<file path="config.mk">
export PLATFORM = sky130hd
export DESIGN_NAME = l2_ip_sequencer_flat
export DESIGN_NICKNAME = d
export VERILOG_FILES = /design/src/rtl/l2_seq_pkg.sv /design/src/rtl/l2_ip_sequencer_if.sv /design/src/rtl/l2_ethertype_dec.sv /design/src/rtl/l2_ip_sequencer.sv /design/src/flat_wrapper.sv
export SDC_FILE = /design/constraint.sdc
export NUM_CORES = 1
export LEC_CHECK = 0
export CAP_MARGIN = 5
export CORE_UTILIZATION = 45
export CTS_CLUSTER_DIAMETER = 30
export DETAILED_ROUTE_END_ITERATION = 8
export PLACE_DENSITY_LB_ADDON = 0.05
export SYNTH_ARGS = -nofsm -noshare
export SYNTH_HDL_FRONTEND = slang
export SYNTH_SLANG_ARGS = --single-unit
</file>
<file path="constraint.sdc">
create_clock -name clk_i -period 3.6 [get_ports clk_i]
set_input_delay 0.36 -clock clk_i [delete_from_list [all_inputs] [get_ports clk_i]]
set_output_delay 0.36 -clock clk_i [all_outputs]
set_load 0.01 [all_outputs]
</file>
<file path="src/rtl/l2_seq_pkg.sv">
// Ethertype/TPID constants and shared enums for the L2 header walker feeding the IPv4 parser.
package l2_seq_pkg;

    localparam logic [15:0] ETH_IPV4  = 16'h0800;
    localparam logic [15:0] ETH_IPV6  = 16'h86DD;
    localparam logic [15:0] TPID_8100 = 16'h8100;
    localparam logic [15:0] TPID_88A8 = 16'h88A8;
    localparam logic [15:0] TPID_9100 = 16'h9100;

    typedef enum logic [2:0] {
        ST_IDLE,
        ST_TYPE_HI,
        ST_TYPE_LO,
        ST_L3_IP,
        ST_L3_SKIP
    } seq_state_t;

    typedef enum logic [1:0] {
        L3_NONE  = 2'd0,
        L3_IPV4  = 2'd1,
        L3_IPV6  = 2'd2,
        L3_OTHER = 2'd3
    } l3_class_t;

endpackage

</file>
<file path="src/rtl/l2_ip_sequencer_if.sv">
// 64-bit packet word bus: data, valid-byte count, sop/eop framing and word strobe.
interface l2_ip_sequencer_if;
    logic [63:0] data;
    logic [2:0]  mod;
    logic        sop;
    logic        eop;
    logic        en;

    modport master (output data, mod, sop, eop, en);
    modport slave  (input  data, mod, sop, eop, en);
endinterface

</file>
<file path="src/rtl/l2_ethertype_dec.sv">
// Combinational 16-bit ethertype classifier; no latency, no flow control.
// TPID set widens to 0x88A8/0x9100 when L2_SEQ_QINQ_EN is defined.
module l2_ethertype_dec
    import l2_seq_pkg::*;
(
    input  logic [15:0] etype,
    output logic        is_tpid,
    output logic        is_ipv4,
    output logic        is_ipv6
);

    assign is_ipv4 = (etype == ETH_IPV4);
    assign is_ipv6 = (etype == ETH_IPV6);

`ifdef L2_SEQ_QINQ_EN
    assign is_tpid = (etype == TPID_8100) || (etype == TPID_88A8) || (etype == TPID_9100);
`else
    assign is_tpid = (etype == TPID_8100);
`endif

endmodule

</file>
<file path="src/rtl/l2_ip_sequencer.sv">
// Walks Ethernet/VLAN headers and drives IPv4-parser controls; 1-cycle registered latency.
// No backpressure: words gated only by pkt_in.en. Stacked tags need L2_SEQ_QINQ_EN.
module l2_ip_sequencer
    import l2_seq_pkg::*;
#(
    parameter int max_vlan_p = 2
) (
    input  logic              clk_i,
    input  logic              srst_i,
    input  logic              en_i,
    l2_ip_sequencer_if.slave  pkt_in,
    l2_ip_sequencer_if.master pkt_out,
    output logic              ip_en_o,
    output logic              ip_6b_n2b_start_o,
    output logic [1:0]        l3_class_o,
    output logic              l3_class_en_o,
    output logic [2:0]        vlan_cnt_o,
    output logic              hdr_err_o
);

`ifdef L2_SEQ_QINQ_EN
    localparam int max_tags = max_vlan_p;
`else
    localparam int max_tags = (max_vlan_p < 1) ? max_vlan_p : 1;
`endif
    localparam logic [2:0] tag_limit = 3'(max_tags);

    seq_state_t  state_q, state_d, w_state, hi_state;
    l3_class_t   class_q, w_class, hi_class;
    logic [2:0]  cnt_q, w_cnt, hi_cnt, hi_cnt_in;
    logic        b6_q, w_b6, hi_b6;
    logic        hi_err, w_err, runt;
    logic        t0_tpid, t0_ipv4, t0_ipv6;
    logic        t4_tpid, t4_ipv4, t4_ipv6;
    logic [63:0] data_q;
    logic [2:0]  mod_q;
    logic        sop_q, eop_q, en_q;

    l2_ethertype_dec u_dec_off0 (
        .etype   (pkt_in.data[63:48]),
        .is_tpid (t0_tpid),
        .is_ipv4 (t0_ipv4),
        .is_ipv6 (t0_ipv6)
    );

    l2_ethertype_dec u_dec_off4 (
        .etype   (pkt_in.data[31:16]),
        .is_tpid (t4_tpid),
        .is_ipv4 (t4_ipv4),
        .is_ipv6 (t4_ipv6)
    );

    // Offset-4 rules; in TYPE_LO they apply only after an offset-0 tag, hence the pre-incremented count.
    always_comb begin
        hi_cnt_in = (state_q == ST_TYPE_LO) ? cnt_q + 3'd1 : cnt_q;
        hi_state  = ST_L3_SKIP;
        hi_class  = L3_OTHER;
        hi_cnt    = hi_cnt_in;
        hi_b6     = 1'b0;
        hi_err    = 1'b0;
        if (t4_ipv4) begin
            hi_state = ST_L3_IP;
            hi_class = L3_IPV4;
            hi_b6    = 1'b1;
        end else if (t4_tpid) begin
            if (hi_cnt_in == tag_limit) begin
                hi_err = 1'b1;
            end else begin
                hi_state = ST_TYPE_LO;
                hi_class = L3_NONE;
                hi_cnt   = hi_cnt_in + 3'd1;
            end
        end else if (t4_ipv6) begin
            hi_class = L3_IPV6;
        end
    end

    always_comb begin
        w_state = state_q;
        w_class = class_q;
        w_cnt   = cnt_q;
        w_b6    = b6_q;
        w_err   = 1'b0;
        runt    = 1'b0;
        if (pkt_in.sop) begin
            w_err   = (state_q != ST_IDLE);
            w_state = ST_TYPE_HI;
            w_class = L3_NONE;
            w_cnt   = '0;
            w_b6    = 1'b0;
            if (pkt_in.eop) begin
                runt    = 1'b1;
                w_err   = 1'b1;
                w_class = L3_OTHER;
            end
        end else begin
            case (state_q)
                ST_TYPE_HI: begin
                    if (pkt_in.eop) begin
                        runt    = 1'b1;
                        w_err   = 1'b1;
                        w_class = L3_OTHER;
                    end else begin
                        w_state = hi_state;
                        w_class = hi_class;
                        w_cnt   = hi_cnt;
                        w_b6    = hi_b6;
                        w_err   = hi_err;
                    end
                end
                ST_TYPE_LO: begin
                    if (pkt_in.eop) begin
                        runt    = 1'b1;
                        w_err   = 1'b1;
                        w_class = L3_OTHER;
                    end else if (t0_ipv4) begin
                        w_state = ST_L3_IP;
                        w_class = L3_IPV4;
                        w_b6    = 1'b0;
                    end else if (t0_tpid) begin
                        if (cnt_q == tag_limit) begin
                            w_state = ST_L3_SKIP;
                            w_class = L3_OTHER;
                            w_err   = 1'b1;
                        end else begin
                            w_state = hi_state;
                            w_class = hi_class;
                            w_cnt   = hi_cnt;
                            w_b6    = hi_b6;
                            w_err   = hi_err;
                        end
                    end else begin
                        w_state = ST_L3_SKIP;
                        w_class = t0_ipv6 ? L3_IPV6 : L3_OTHER;
                    end
                end
                default: ;
            endcase
        end
        state_d = pkt_in.eop ? ST_IDLE : w_state;
    end

    always_ff @(posedge clk_i) begin
        if (srst_i) begin
            state_q <= ST_IDLE;
        end else if (pkt_in.en) begin
            state_q <= state_d;
        end
    end

    // Context is cleared on eop so idle words without sop report all-zero status.
    always_ff @(posedge clk_i) begin
        if (srst_i) begin
            class_q <= L3_NONE;
            cnt_q   <= '0;
            b6_q    <= 1'b0;
        end else if (pkt_in.en) begin
            if (pkt_in.eop) begin
                class_q <= L3_NONE;
                cnt_q   <= '0;
                b6_q    <= 1'b0;
            end else begin
                class_q <= w_class;
                cnt_q   <= w_cnt;
                b6_q    <= w_b6;
            end
        end
    end

    always_ff @(posedge clk_i) begin
        if (srst_i) begin
            data_q            <= '0;
            mod_q             <= '0;
            sop_q             <= 1'b0;
            eop_q             <= 1'b0;
            en_q              <= 1'b0;
            ip_en_o           <= 1'b0;
            ip_6b_n2b_start_o <= 1'b0;
            l3_class_o        <= L3_NONE;
            l3_class_en_o     <= 1'b0;
            vlan_cnt_o        <= '0;
            hdr_err_o         <= 1'b0;
        end else begin
            en_q      <= pkt_in.en;
            hdr_err_o <= 1'b0;
            if (pkt_in.en) begin
                data_q            <= pkt_in.data;
                mod_q             <= pkt_in.mod;
                sop_q             <= pkt_in.sop;
                eop_q             <= pkt_in.eop;
                ip_en_o           <= en_i && (w_state == ST_L3_IP);
                ip_6b_n2b_start_o <= en_i && w_b6;
                l3_class_o        <= en_i ? w_class : L3_NONE;
                l3_class_en_o     <= en_i && (runt || w_state == ST_L3_IP || w_state == ST_L3_SKIP);
                vlan_cnt_o        <= en_i ? w_cnt : 3'd0;
                hdr_err_o         <= en_i && w_err;
            end
        end
    end

    assign pkt_out.data = data_q;
    assign pkt_out.mod  = mod_q;
    assign pkt_out.sop  = sop_q;
    assign pkt_out.eop  = eop_q;
    assign pkt_out.en   = en_q;

endmodule

</file>
<file path="src/flat_wrapper.sv">
// flat-port wrapper written by rule: the top's interface ports become plain ports
module l2_ip_sequencer_flat import l2_seq_pkg::*;
#(
    parameter int max_vlan_p = 2
)
  (clk_i, srst_i, en_i, ip_en_o, ip_6b_n2b_start_o, l3_class_o, l3_class_en_o, vlan_cnt_o, hdr_err_o, pkt_in_data, pkt_in_mod, pkt_in_sop, pkt_in_eop, pkt_in_en, pkt_out_data, pkt_out_mod, pkt_out_sop, pkt_out_eop, pkt_out_en);
  l2_ip_sequencer_if pkt_in_i ();
  l2_ip_sequencer_if pkt_out_i ();
  input  logic clk_i;
  input  logic srst_i;
  input  logic en_i;
  output logic ip_en_o;
  output logic ip_6b_n2b_start_o;
  output logic [1:0] l3_class_o;
  output logic l3_class_en_o;
  output logic [2:0] vlan_cnt_o;
  output logic hdr_err_o;
  input wire logic [$bits(pkt_in_i.data)-1:0] pkt_in_data;
  input wire logic [$bits(pkt_in_i.mod)-1:0] pkt_in_mod;
  input wire logic [$bits(pkt_in_i.sop)-1:0] pkt_in_sop;
  input wire logic [$bits(pkt_in_i.eop)-1:0] pkt_in_eop;
  input wire logic [$bits(pkt_in_i.en)-1:0] pkt_in_en;
  output wire logic [$bits(pkt_out_i.data)-1:0] pkt_out_data;
  output wire logic [$bits(pkt_out_i.mod)-1:0] pkt_out_mod;
  output wire logic [$bits(pkt_out_i.sop)-1:0] pkt_out_sop;
  output wire logic [$bits(pkt_out_i.eop)-1:0] pkt_out_eop;
  output wire logic [$bits(pkt_out_i.en)-1:0] pkt_out_en;
  assign pkt_in_i.data = pkt_in_data;
  assign pkt_in_i.mod = pkt_in_mod;
  assign pkt_in_i.sop = pkt_in_sop;
  assign pkt_in_i.eop = pkt_in_eop;
  assign pkt_in_i.en = pkt_in_en;
  assign pkt_out_data = pkt_out_i.data;
  assign pkt_out_mod = pkt_out_i.mod;
  assign pkt_out_sop = pkt_out_i.sop;
  assign pkt_out_eop = pkt_out_i.eop;
  assign pkt_out_en = pkt_out_i.en;
  l2_ip_sequencer #(.max_vlan_p(max_vlan_p)) u_core (.clk_i(clk_i), .srst_i(srst_i), .en_i(en_i), .pkt_in(pkt_in_i), .pkt_out(pkt_out_i), .ip_en_o(ip_en_o), .ip_6b_n2b_start_o(ip_6b_n2b_start_o), .l3_class_o(l3_class_o), .l3_class_en_o(l3_class_en_o), .vlan_cnt_o(vlan_cnt_o), .hdr_err_o(hdr_err_o));
endmodule
</file>
## Word-level counts from Yosys, hierarchy flattened

Cells that the tools add are included.
Widths: inputs -> output; s select.

- Add/subtract/negate cells: 2
- Eq/ne operators: 12
- Muxes and demuxes: 62
- Bitwise gates (word level): 1
- Reduce and logical (&&, ||, !) cells: 9

Operator list:

| cell | number |
|---|---|
| $mux 3 | 22 |
| $eq 16x16->1 const B | 4 |
| $eq 16x12->1 const B | 2 |
| $mux 2 | 12 |
| $mux 1 | 23 |
| $pmux 3 s2 | 2 |
| $eq 3x1->1 const B | 3 |
| $add 3x1->3 const B | 2 |
| $eq 3x2->1 const B | 2 |
| $logic_and 1x1->1 | 4 |
| $pmux 1 s2 | 2 |
| $pmux 2 s2 | 1 |
| $reduce_or 2->1 | 2 |
| $eq 3x3->1 const B | 1 |
| $reduce_bool 3->1 | 1 |
| $logic_or 1x1->1 | 2 |
| $not 1->1 | 1 |

- Flip-flop bits (word level): 88
- Input bits: 73
- Output and inout bits: 79
- Logic and storage cells: 101

## Longest topological paths before layout

- Depth in word-level cells: 16
- Depth in mapped cells: 12
- Gate-level depth less buffers: 11

## Hierarchy

Synthesis repeated with hierarchy kept, for this count alone.

- Cells, all modules: 421
- Area total of the unflattened synthesis: 3,941.3 sq um

By module, submodules not included:

| module | times used | cells each | area an instance (sq um) | seq. area each (sq um) |
|---|---|---|---|---|
| l2_ip_sequencer | 1 | 397 | 3,761.1 | 1,761.7 |
| l2_ethertype_dec | 2 | 12 | 90.1 | 0.0 |

## Least setup slack after synthesis

Ideal clock, no wire load.

- Path type: flip-flop to flip-flop
- Start point: register u_core.state_q[0]
- End point: register u_core.cnt_q[1]
- Library setup time: 0.141 ns
- Arrival time: 2.599 ns
- Required time: 3.459 ns
- Slack: 0.860 ns
- Cell stages (with the launch flop): 13
- Buffers on the path: 2
- Period minus slack after synthesis: 2.740 ns
- Cells stage by stage: dfxtp_1 buf_6 or3b_1 buf_6 nor2_1 a21oi_1 ha_1 and2_1 mux2_2 nor3_1 o21ai_0 a221oi_2 o32ai_1

- Word-level cells in the longest chain between the ends: 13
- Elaborated cells between the ends (all ways): 16
- Those cells by class: 1 x add/sub; 3 x eq/ne; 12 x mux

Ends and longest elaborated chain:

| what | line | source |
|---|---|---|
| start, declared | l2_ip_sequencer.sv:28 | `seq_state_t state_q, state_d, w_state, hi_state;` |
| start signal, assigned | l2_ip_sequencer.sv:147 | `state_q <= state_d;` |
| $eq 3x2->1 | l2_ip_sequencer.sv:55, l2_ip_sequencer.sv:97 |  |
| $mux 3 | l2_ip_sequencer.sv:55 | `hi_cnt_in = (state_q == ST_TYPE_LO) ? cnt_q + 3'd1 : cnt_q;` |
| $add 3x1->3 / $eq 3x1->1 (equally long branches) | l2_ip_sequencer.sv:71, l2_ip_sequencer.sv:66 |  |
| $mux 3 | l2_ip_sequencer.sv:66 | `if (hi_cnt_in == tag_limit) begin` |
| $mux 3 | l2_ip_sequencer.sv:65 | `end else if (t4_tpid) begin` |
| $mux 3 | l2_ip_sequencer.sv:61 | `if (t4_ipv4) begin` |
| $mux 3 | l2_ip_sequencer.sv:121 | `if (cnt_q == tag_limit) begin` |
| $mux 3 | l2_ip_sequencer.sv:120 | `end else if (t0_tpid) begin` |
| $mux 3 | l2_ip_sequencer.sv:116 | `end else if (t0_ipv4) begin` |
| $mux 3 | l2_ip_sequencer.sv:112 | `if (pkt_in.eop) begin` |
| $pmux 3 s2 * | l2_ip_sequencer.sv:97 | `case (state_q)` |
| $mux 3 * | l2_ip_sequencer.sv:85 | `if (pkt_in.sop) begin` |
| $mux 3 * | l2_ip_sequencer.sv:158 | `if (pkt_in.eop) begin` |
| end signal, assigned | l2_ip_sequencer.sv:164 | `cnt_q <= w_cnt;` |
| end, declared | l2_ip_sequencer.sv:30 | `logic [2:0] cnt_q, w_cnt, hi_cnt, hi_cnt_in;` |

Mark *: on every way between the ends. The rest lies on a longest branch, timed or not.
A chain may end at the register's enable or synchronous reset.

## Worst setup path after layout

Same ends and word-level chain as after synthesis.

==> metrics.log <==
[metrics] result of the run: completed
[metrics] CTS Hold Bufs: 0
[metrics] worst path setup slack after routing: 0.359 ns
[metrics] share of synthesized registers carrying an async set or reset: 0%
[metrics] Post-Layout Inst Area: a little under 6000 um2
[metrics] global placer's final weighted congestion: 0.900
[metrics] endpoint required time on the critical path: 3.81 ns
[metrics] Sink Count: 88
[metrics] max-slew violation count: 0
[metrics] primary flip-flop cell chosen by synthesis mapping: sky130_fd_sc_hd__dfxtp_1
[metrics] total inserted antenna cells: 0
[metrics] Final TNS setup: 0 ns
[metrics] Total Wirelength: 11900 um
[metrics] max incr delay on CP: 0.62 ns
[metrics] largest voltage drop on the vdd net: approximately 280 uV
[metrics] remaining number of nets flagged by the antenna check after routing: 0
[metrics] Setup-failing EPs final: 0
[metrics] maximum capacitance violations: 0
[metrics] met1 demand-to-capacity share in global routing: 31.4%
[metrics] share of post-route cells with drive strength above 1: under 10%
[metrics] Reg clk slew, reported paths: 0.10 ns
[metrics] maximum buffer depth of the clock tree: 2
[metrics] setup slack at placement: between 0.3 and 0.4 ns
[metrics] pin count of the biggest net entering global routing: 55
[metrics] normalized max-slew margin: 41.3%
[metrics] Synth cell types: 58
[metrics] clock tree from TritonCTS: yes
[metrics] quantity of I/O buffers inserted on ports: 151
[metrics] flip-flop and latch area: 1760 um2
[metrics] site row count: 34
[metrics] post-layout min period: 3.24 ns
[metrics] final worst-path cycle share: approximately nine tenths
[metrics] maximum clock frequency: 309 MHz
[metrics] clock buffers created by TritonCTS: 9
[metrics] final routed wire length divided by cell count: 17.2 um
[metrics] count of boundary I/O pins: 152
[metrics] overall via count from detail_route: 3758
[metrics] Post-Synthesis Net Count: just over 500
[metrics] Critical Path, Cell by Cell: or3b_1 > nor2_1 > a21oi_1 > ha_1 > and2_1 > mux2_2 > nor3_1 > o21ai_0 > a221oi_2 > o32ai_1
[metrics] Synthesis Warnings: 0
[metrics] area of combinational cells with multiple inputs: 2200 um2
[metrics] CP startpoint kind: flop
[metrics] Data arrival, critical path: approximately 3.5 ns
[metrics] total power of the final layout: 2050 uW
[metrics] number of synthesized flops with an enable pin: 0
[metrics] wire length of the first global-routing pass: between 15000 and 20000 um
[metrics] average footprint of a synthesized cell: between 9 and 10 um2
[metrics] detailed-router iteration count before antenna repair: 4
[metrics] Core Footprint: 8760 um2
[metrics] Die Ht: ~97 um
[metrics] CP max stage cell: sky130_fd_sc_hd__or3b_1
[metrics] maximum fanout encountered on the critical timing path: 11
[metrics] cell area after synthesis: 4100 um2
[metrics] number of flip-flops and latches in the synthesized netlist: 88
[metrics] CTS H-tree depth: 3
[metrics] static leakage power: around 0.0023 uW
[metrics] type of the worst setup path: reg -> reg
[metrics] Total GRT Usage: about a quarter
[metrics] number of cells in the design after placement: 679
[metrics] post-cts sizing count: 0
[metrics] worst setup skew after layout: about 0.013 ns
[metrics] Syn Inst Count: 441
[metrics] cell chosen for the clock root: sky130_fd_sc_hd__clkbuf_8
[metrics] Remaining DRCs: 0
[metrics] growth of design area from synthesis to finish: 42.3%
[metrics] number of antenna violations at the first check in global routing: 0
[metrics] number of DRC violations after detailed-routing iteration 0: 151
[metrics] floorplan die width: 97.5 um
[metrics] capturing element type of the critical path: flop
[metrics] setup fix buffers added after clock tree synthesis: 0
[metrics] most congested layer reported by global routing: met2
[metrics] Avg Vias per Cell: 5.41
[metrics] power density of the placed cells: 351 nW/um2
[metrics] slew at the pin with the worst max-slew slack: 0.880 ns
[metrics] hpwl dp: 8660 um
[metrics] aggregate global routing overflow: 0
[metrics] Starting Density: 46.8%
[metrics] reg-to-reg setup timing slack: between 0.3 and 0.4 ns
[metrics] Worst-Skew Late Latency: 0.36 ns
[metrics] number of global-route vias before repair: 3753
[metrics] Final Hold Vio Count: 0
[metrics] global routing usage on met3: between 8 and 9%
[metrics] met2 track demand over resource: roughly 42%
[metrics] total placed instance area: 5660 um2
[metrics] number of standard cells in the layout, taps in and fillers out: 695
[metrics] post-synthesis sequential area ratio: 43.0%
[metrics] Die Outline Area: 9500 um2
[metrics] worst hold path class: reg -> reg
[metrics] filler cell count in the final layout: 740
[metrics] unrepaired setup endpoints after global routing: no
[metrics] number of nets in the finished design: 659
cells in the final DEF, fill, tap and decap left out, types with 6 or more instances in the layout:
cell type / instances
sky130_fd_sc_hd__clkdlybuf4s50_1: 149
sky130_fd_sc_hd__a21oi_1: 11
sky130_fd_sc_hd__inv_1: 7
sky130_fd_sc_hd__nand2_1: 22
sky130_fd_sc_hd__clkbuf_8: 9
sky130_fd_sc_hd__nor3_1: 9
sky130_fd_sc_hd__dfxtp_1: 88
sky130_fd_sc_hd__buf_4: 6
sky130_fd_sc_hd__o21ai_0: 15
sky130_fd_sc_hd__nor4_1: 7
sky130_fd_sc_hd__nor2_1: 88
sky130_fd_sc_hd__mux2i_1: 70
sky130_fd_sc_hd__nand4_1: 6
per-stage QoR:
stage	utilization, %	hold slack [ns]
floorplan	-	0.441
global placement	64.6	0.437
detailed placement	64.6	0.447
CTS	66.6	0.459
global route	66.6	0.504
finish	66.6	0.457
power breakdown:
part	switching [uW]	internal (uW)	leakage [uW]	total, uW
Combinational	164	206	0.00148	370
Sequential	26.0	1020	0.000724	1050
Clock	376	255	0.0000842	631
Total	565	1480	0.00229	2050
flip-flops by register name (all words and copies together), names as in the netlist:
register	flops
u_core.b6_q	1
u_core.class_q	2
u_core.cnt_q	3
u_core.hdr_err_o	1
u_core.ip_6b_n2b_start_o	1
u_core.ip_en_o	1
u_core.l3_class_en_o	1
u_core.l3_class_o	2
u_core.pkt_out.data	64
u_core.pkt_out.en	1
u_core.pkt_out.eop	1
u_core.pkt_out.mod	3
u_core.pkt_out.sop	1
u_core.state_q	3
u_core.vlan_cnt_o	3
cell families after synthesis:
logic type / count (synthesis) / share of synthesized area [%]
xor gates and xnor gates: 3 / 0.641
adders and majority gates: 4 / 1.22
AOI/OAI and AO/OA: 67 / 12.2
buffers and inverters: 33 / 3.45
muxes: 71 / 17.4
DFF: 88 / 43.0
and+or+nand+nor: 175 / 22.2
worst max-delay path, delay by kind of cell (launching register included):
family / cells / cell delay, ns
adder cells (fa/ha/maj): 1 / 0.27
AND/OR/NAND/NOR: 4 / 1.36
AO/OA/AOI/OAI: 4 / 0.74
multiplexers: 1 / 0.29
flip-flops: 1 / 0.43
path summary, 6_finish.rpt:
kind,from,cells after the start,end
worst min register to register,u_core.vlan_cnt_o[1],2,u_core.vlan_cnt_o[1]
worst max register to register,u_core.state_q[0],10,u_core.cnt_q[1]
worst min-delay path,u_core.vlan_cnt_o[1],2,u_core.vlan_cnt_o[1]
worst max-delay path,u_core.state_q[0],10,u_core.cnt_q[1]
cell usage after synthesis, types with 3 or more instances:
library cell               instances  area share [%]
sky130_fd_sc_hd__nor4b_1           4            0.85
sky130_fd_sc_hd__a22o_1            3            0.64
sky130_fd_sc_hd__a211oi_1          3            0.55
sky130_fd_sc_hd__o31ai_1           3            0.55
sky130_fd_sc_hd__xnor2_1           3            0.64
sky130_fd_sc_hd__nor3_1            9             1.1
sky130_fd_sc_hd__o21a_1            4            0.73
sky130_fd_sc_hd__a31oi_1           5            0.76
sky130_fd_sc_hd__nand4_1           6            0.92
sky130_fd_sc_hd__nor4_1            7             1.1
sky130_fd_sc_hd__buf_1             8            0.73
sky130_fd_sc_hd__nand2_1          22             2.0
sky130_fd_sc_hd__mux2i_1          70              17
sky130_fd_sc_hd__nor2_1           88             8.1
sky130_fd_sc_hd__ha_1              4             1.2
sky130_fd_sc_hd__a21oi_1          11             1.3
sky130_fd_sc_hd__nor2b_1           5            0.76
sky130_fd_sc_hd__and2_1            3            0.46
sky130_fd_sc_hd__nand2b_1          5            0.76
sky130_fd_sc_hd__clkbuf_1         14             1.3
sky130_fd_sc_hd__nand3_1           4            0.49
sky130_fd_sc_hd__dfxtp_1          88              43
sky130_fd_sc_hd__nor4_2            3            0.92
sky130_fd_sc_hd__o21ai_0          15             1.8
sky130_fd_sc_hd__and4_1            3            0.64
sky130_fd_sc_hd__or4_1             3            0.55
sky130_fd_sc_hd__inv_1             7            0.64
cell type report:
type,instances,area share (%)
clock buffers,10,2.19
flip-flops and latches,88,30.2
multi-input cells,320,37.7
clock inverters,6,0.772
repair buffers,156,26.4
well taps,108,2.32
inverters,7,0.450
metal layers:
| metal | up-vias | share of wire [%] |
|---|---|---|
| met4 | 0 | 2.1 |
| met5 | - | 0 |
| met3 | 19 | 8.8 |
| met1 | 1724 | 42 |
| li1 | 1868 | - |
| met2 | 147 | 47 |
Note: power is estimated with default switching activity, not from simulation.
